`src/rtl/fetch_pkg.sv`:
```
// Package: fetch_pkg
// Shared state encoding and default sizes for the instruction fetch stage.
package fetch_pkg;

   localparam int          ADDR_W_DEF   = 16;
   localparam int          DATA_W_DEF   = 16;
   localparam logic [15:0] RESET_PC_DEF = 16'h0000;
   localparam int          PC_STEP      = 2;

   typedef enum logic [1:0] {
      IDLE = 2'd0,
      WAIT = 2'd1,
      DROP = 2'd2
   } fetch_state_e;

endpackage

```
`src/rtl/fetch_fifo.sv`:
```
// Module: fetch_fifo
// Prefetch FIFO holding {pc, instruction} pairs; flush empties it and overrides push/pop.
module fetch_fifo
   import fetch_pkg::*;
#(
   parameter int DEPTH = 2,
   parameter int WIDTH = 32
) (
   input  logic                   clk,
   input  logic                   rst_n,
   input  logic                   push,
   input  logic                   pop,
   input  logic                   flush,
   input  logic [WIDTH-1:0]       wdata,
   output logic [WIDTH-1:0]       rdata,
   output logic [$clog2(DEPTH):0] count,
   output logic                   empty
);
   localparam int            PW      = $clog2(DEPTH);
   localparam logic [PW-1:0] PTR_ONE = PW'(1);
   localparam logic [PW:0]   CNT_ONE = (PW+1)'(1);

   logic [WIDTH-1:0] mem_r [DEPTH];
   logic [PW-1:0]    rd_ptr_r;
   logic [PW-1:0]    wr_ptr_r;
   logic [PW:0]      count_r;
   logic             full_s;
   logic             do_push_s;
   logic             do_pop_s;

   // DEPTH is a power of two, so the count MSB alone marks full
   assign full_s    = count_r[PW];
   assign empty     = (count_r == {(PW+1){1'b0}});
   assign do_push_s = push && !full_s;
   assign do_pop_s  = pop && !empty;
   assign rdata     = mem_r[rd_ptr_r];
   assign count     = count_r;

   // Entry storage
   always_ff @(posedge clk or negedge rst_n) begin
      if (!rst_n) begin
         for (int i = 0; i < DEPTH; i++) begin
            mem_r[i] <= {WIDTH{1'b0}};
         end
      end else if (do_push_s && !flush) begin
         mem_r[wr_ptr_r] <= wdata;
      end
   end

   // Pointers and occupancy
   always_ff @(posedge clk or negedge rst_n) begin
      if (!rst_n) begin
         rd_ptr_r <= {PW{1'b0}};
         wr_ptr_r <= {PW{1'b0}};
         count_r  <= {(PW+1){1'b0}};
      end else if (flush) begin
         rd_ptr_r <= {PW{1'b0}};
         wr_ptr_r <= {PW{1'b0}};
         count_r  <= {(PW+1){1'b0}};
      end else begin
         if (do_push_s) begin
            wr_ptr_r <= wr_ptr_r + PTR_ONE;
         end
         if (do_pop_s) begin
            rd_ptr_r <= rd_ptr_r + PTR_ONE;
         end
         case ({do_push_s, do_pop_s})
            2'b10:   count_r <= count_r + CNT_ONE;
            2'b01:   count_r <= count_r - CNT_ONE;
            default: count_r <= count_r;
         endcase
      end
   end

endmodule

```
`src/rtl/fetch_unit.sv`:
```
// Module: fetch_unit
// Instruction fetch stage: one-outstanding memory reads, prefetch FIFO, redirect flush and sticky halt.
// Build macro FETCH_PERF_EN adds saturating pop and stall counters.
module fetch_unit
   import fetch_pkg::*;
#(
   parameter int                ADDR_W   = ADDR_W_DEF,
   parameter int                DATA_W   = DATA_W_DEF,
   parameter int                DEPTH    = 2,
   parameter logic [ADDR_W-1:0] RESET_PC = ADDR_W'(RESET_PC_DEF)
) (
   input  logic              clk,
   input  logic              rst_n,
   output logic              mem_req,
   output logic [ADDR_W-1:0] mem_addr,
   input  logic              mem_rvalid,
   input  logic [DATA_W-1:0] mem_rdata,
   output logic              instr_valid,
   output logic [DATA_W-1:0] instr,
   output logic [ADDR_W-1:0] instr_pc,
   input  logic              instr_ready,
   input  logic              redirect,
   input  logic [ADDR_W-1:0] redirect_pc,
   input  logic              hlt
`ifdef FETCH_PERF_EN
   ,
   output logic [31:0]       perf_fetch_cnt,
   output logic [31:0]       perf_stall_cnt
`endif
);
   localparam int                CW      = $clog2(DEPTH) + 1;
   localparam logic [CW-1:0]     DEPTH_C = CW'(DEPTH);
   localparam logic [ADDR_W-1:0] PC_INC  = ADDR_W'(PC_STEP);
   localparam logic [ADDR_W-1:0] PC_MASK = ~ADDR_W'(1);

   fetch_state_e             state_r;
   fetch_state_e             state_s;
   logic                     issue_s;
   logic                     push_s;
   logic                     pop_s;
   logic                     fifo_empty_s;
   logic [CW-1:0]            fifo_count_s;
   logic [ADDR_W+DATA_W-1:0] fifo_head_s;
   logic [ADDR_W-1:0]        fetch_pc_r;
   logic                     halted_r;

   // mem_addr holds the outstanding request's PC until the next issue, so it tags the pushed word
   assign push_s      = (state_r == WAIT) && mem_rvalid && !redirect;
   assign pop_s       = instr_valid && instr_ready && !redirect;
   assign instr_valid = !fifo_empty_s;
   assign {instr_pc, instr} = fifo_head_s;

   // Next-state and issue decision
   always_comb begin
      state_s = state_r;
      issue_s = 1'b0;
      case (state_r)
         IDLE: begin
            if (!halted_r && !hlt && !redirect && (fifo_count_s < DEPTH_C)) begin
               issue_s = 1'b1;
               state_s = WAIT;
            end else begin
               state_s = IDLE;
            end
         end
         WAIT: begin
            if (mem_rvalid) begin
               state_s = IDLE;
            end else if (redirect) begin
               state_s = DROP;
            end else begin
               state_s = WAIT;
            end
         end
         DROP: begin
            if (mem_rvalid) begin
               state_s = IDLE;
            end else begin
               state_s = DROP;
            end
         end
         default: begin
            state_s = IDLE;
         end
      endcase
   end

   // FSM state register
   always_ff @(posedge clk or negedge rst_n) begin
      if (!rst_n) begin
         state_r <= IDLE;
      end else begin
         state_r <= state_s;
      end
   end

   // Fetch PC, sticky halt and registered memory request
   always_ff @(posedge clk or negedge rst_n) begin
      if (!rst_n) begin
         fetch_pc_r <= RESET_PC;
         halted_r   <= 1'b0;
         mem_req    <= 1'b0;
         mem_addr   <= {ADDR_W{1'b0}};
      end else begin
         mem_req <= issue_s;
         if (issue_s) begin
            mem_addr <= fetch_pc_r;
         end
         if (redirect) begin
            fetch_pc_r <= redirect_pc & PC_MASK;
         end else if (issue_s) begin
            fetch_pc_r <= fetch_pc_r + PC_INC;
         end
         if (hlt) begin
            halted_r <= 1'b1;
         end
      end
   end

   fetch_fifo #(
      .DEPTH (DEPTH),
      .WIDTH (ADDR_W + DATA_W)
   ) u_fifo (
      .clk   (clk),
      .rst_n (rst_n),
      .push  (push_s),
      .pop   (pop_s),
      .flush (redirect),
      .wdata ({mem_addr, mem_rdata}),
      .rdata (fifo_head_s),
      .count (fifo_count_s),
      .empty (fifo_empty_s)
   );

`ifdef FETCH_PERF_EN
   // Saturating delivered-instruction and starvation counters
   always_ff @(posedge clk or negedge rst_n) begin
      if (!rst_n) begin
         perf_fetch_cnt <= 32'd0;
         perf_stall_cnt <= 32'd0;
      end else begin
         if (pop_s && (perf_fetch_cnt != 32'hFFFF_FFFF)) begin
            perf_fetch_cnt <= perf_fetch_cnt + 32'd1;
         end
         if (!instr_valid && !halted_r && (perf_stall_cnt != 32'hFFFF_FFFF)) begin
            perf_stall_cnt <= perf_stall_cnt + 32'd1;
         end
      end
   end
`endif

endmodule
```
`config.mk`:
```
export PLATFORM = sky130hd
export DESIGN_NAME = fetch_unit
export DESIGN_NICKNAME = d
export VERILOG_FILES = /design/src/rtl/fetch_pkg.sv /design/src/rtl/fetch_fifo.sv /design/src/rtl/fetch_unit.sv
export SDC_FILE = /design/constraint.sdc
export NUM_CORES = 1
export LEC_CHECK = 0
export ABC_AREA = 1
export CORE_ASPECT_RATIO = 1.2
export CORE_MARGIN = 2
export CORE_UTILIZATION = 39
export DETAILED_ROUTE_END_ITERATION = 16
export DONT_BUFFER_PORTS = 1
export PLACE_DENSITY = 0.55
export SYNTH_ARGS = -nofsm -noshare
export SYNTH_HDL_FRONTEND = slang
export SYNTH_HIERARCHICAL = 1
export SYNTH_SLANG_ARGS = --single-unit
```
`constraint.sdc`:
```
create_clock -name clk -period 1.9 [get_ports clk]
set_input_delay 0.38 -clock clk [delete_from_list [all_inputs] [get_ports clk]]
set_output_delay 0.38 -clock clk [all_outputs]
set_load 0.05 [all_outputs]
```
==> results.cfg <==
[run_status]
status = complete, but fails checks
violations = hold timing

[synth]
synth_cells = 605
syn_area_mm2 = 0.00510
synth_seq_cells = 102
yosysSeqAreaShare_pct = 50.0
synth_ff_type = dfrtp_1
ys_types = 33
synth_edf_count = 0
synth.avg_cell_area_um2 = 8.43
synth_warnings = 6
synthArstFlopShare_pct = 100

[run]
cap_violations = 0

[placed_design]
placed_cells = 784
dp_hpwl_um = 7210
gp_congestion = 0.853
io_buffers = 0

[clocking]
postCtsSetupBuffers = 0
cts_max_level = 3
ctsRootBufferMaster = clkbuf_16
cts_max_path_buffers = 2
cts.sinks = 102
cts_tree = yes
clk_latency_ps = 340
cts.reportedPaths.clkPinSlew_ps = 70
cts_inserted_buffers = 9

[floorplan]
dieArea_mm2 = 0.0140
die_height_um = 129
start_util_pct = 40.1
die_w_um = 108
io_pins = 88
coreArea_mm2 = 0.0127
row_count = 45

[critical_path]
slowest_delay_ps = 370
critPathLaunchType = register
path_class = register to output pin
cp_slowest_cell = dfrtp_1
arrival_ps = 1390
crit_path_end_kind = output pin
r2r_start = u_fifo/count[1]
worstPathRequired_ps = 1520
worst_r2r_endpoint = u_fifo/count[0]
crit_chain = buf_4, nand2_1, nand2_1, buf_4
critPathTopFamily = buffers and inverters
crit_buf_inv = 2
worst-path-max-fanout = 22
rr_worst_depth = 11
reg2reg_slack_ps = 170

[detailed_routing]
first_pass_iters = 4
drtIter0Drc = 192
routed_wl_um = 10800
drtAntennaViolNets = 0
wl_per_cell_um = 13.5
drc = 0
vias = 3836
vias_per_cell = 4.80

[finish]
multiInputGateArea_mm2 = 0.00204
instances_no_fill = 800
drive_gt1_share_pct = 20.4
insertedDiodeCount = 0
final_cell_mix = nand2_1 (247), dfrtp_1 (102), inv_1 (63)
fin_util_pct = 45.1
nets = 670
final_common_cell = nand2_1
num-fill-cells = 1284
seq_area_mm2 = 0.00255
area_growth_pct = 12.5

[sta]
fmax_mhz = 564
max-slew-margin-rel_pct = 61.6
rsz0062_at_grt = false
drv_slew = 0
finalCriticalPeriod_ps = 1770
skew_ps = 5.33
tightest_slew_ps = 577
setup-violations-final = 0
finalCritPeriodShare_pct = 93.3
fin_hold_ws_ps = -270
fin_setup_tns_ps = 0
hold_viol_final = 102

[power]
ir_worst_vdd_uv = 348
p_leak_nw = 2.87
power_density_mw_per_mm2 = 808
p_total_mw = 4.64

[global_route]
grtUsageTotal_pct = 16.1
grt-ovfl-total = 0
first_global_vias = 3714
grt_pass1_wl_um = 17800
grt_max_degree = 103
antenna_found_initial = 0

[min_path]
hold_path.class = primary input to asynchronous set/reset pin
==> flip-flops by register name (all words and copies together) (netlist names) <==
| name | flops |
|---|---|
| u_fifo/wr_ptr_r | 1 |
| mem_addr | 15 |
| u_fifo/rd_ptr_r | 1 |
| fetch_pc_r | 15 |
| halted_r | 1 |
| mem_req | 1 |
| state_r | 2 |
| u_fifo/count | 2 |
| u_fifo/mem_r | 64 |
==> report_power, final <==
group	internal [mW]	leakage [nW]	switching, mW
sequential	2.22	1.39	0.111
combinational	0.0864	1.32	0.200
clock	1.23	0.162	0.790
total	3.54	2.87	1.10
==> worst reg2reg max path, cell delays in order (launching register included) <==
cell and delay, ps:
dfrtp_1 430, inv_2 90, nand2_1 130, inv_1 50, inv_1 60, nand2_1 50, nor2_1 210, nand2_1 180
nand2_1 120, nand3_1 100, nand3_1 80, o21ai_0 100
==> kinds of logic after synthesis <==
logic type,Yosys count,share of synthesized area (%)
other,1,0.0735
buffers and inverters,94,9.99
AOI/OAI and AO/OA,96,13.5
DFF,102,50.0
and+or+nand+nor,311,26.1
adders and majority gates,1,0.245
==> metal layers <==
metal / wire length (µm) / track usage [%] / part of all wire, % / up-vias
met4: 94 / 4.83 / 0.87 / 0
met3: 597 / 4.43 / 5.5 / 6
met5: 0 / 0 / 0 / -
met2: 5260 / 27.0 / 49 / 75
li1: - / - / - / 1958
met1: 4880 / 20.3 / 45 / 1797
==> metrics by stage <==
step                      setup WS [ps]  hold WS [ps]  instance area (µm²)
after floorplan                     201          84.4                 5100
after global placement              332          86.8                 5400
after detailed placement            222          87.0                 5400
after CTS                          61.8          -284                 5740
after global routing               23.3          -288                 5740
final                               127          -270                 5740
==> final cells by class <==
cell class	count	share of cell area (%)
multi-input combinational	410	35.6
inverter	67	4.51
clock inverter	5	1.42
timing repair buffer	41	6.02
tap	164	3.58
clock buffer	11	4.40
sequential	102	44.5
==> cell usage after synthesis, types with 2 or more instances <==
cell	n	share of area, %
nand2_1	247	18
dfrtp_1	102	50
inv_1	63	4.6
o21ai_2	51	8.8
nand3_1	34	3.3
o21ai_0	19	1.9
o21ai_1	19	1.9
buf_2	9	0.88
buf_6	7	1.5
nand4_1	7	0.86
nor2_1	6	0.44
nor2_2	5	0.61
nor2_4	5	1.1
buf_12	4	1.6
clkbuf_1	3	0.22
nand2_4	3	0.66
a21oi_1	2	0.20
buf_4	2	0.29
nand3_4	2	0.69
o211ai_1	2	0.29
==> worst max-delay path by stage <==
stage	slack, ps	to	cells after the start	from
2_1_floorplan	200	u_fifo/count[0]	11	u_fifo/count[1]
6_report	130	instr_pc[8]	4	u_fifo/rd_ptr_r
4_1_cts	60	instr_pc[8]	5	u_fifo/rd_ptr_r
5_1_grt	20	instr_pc[7]	4	u_fifo/rd_ptr_r
3_5_place_dp	220	u_fifo/count[0]	11	u_fifo/count[1]
3_3_place_gp	330	u_fifo/mem_r[1]	9	redirect
==> repair_timing <==
item                                   in CTS  in global routing
endpoints found under the hold margin     102                102
setup endpoints to repair                   0                  7
resized for setup                           0                  1
Note: power is estimated with default switching activity, not from simulation.
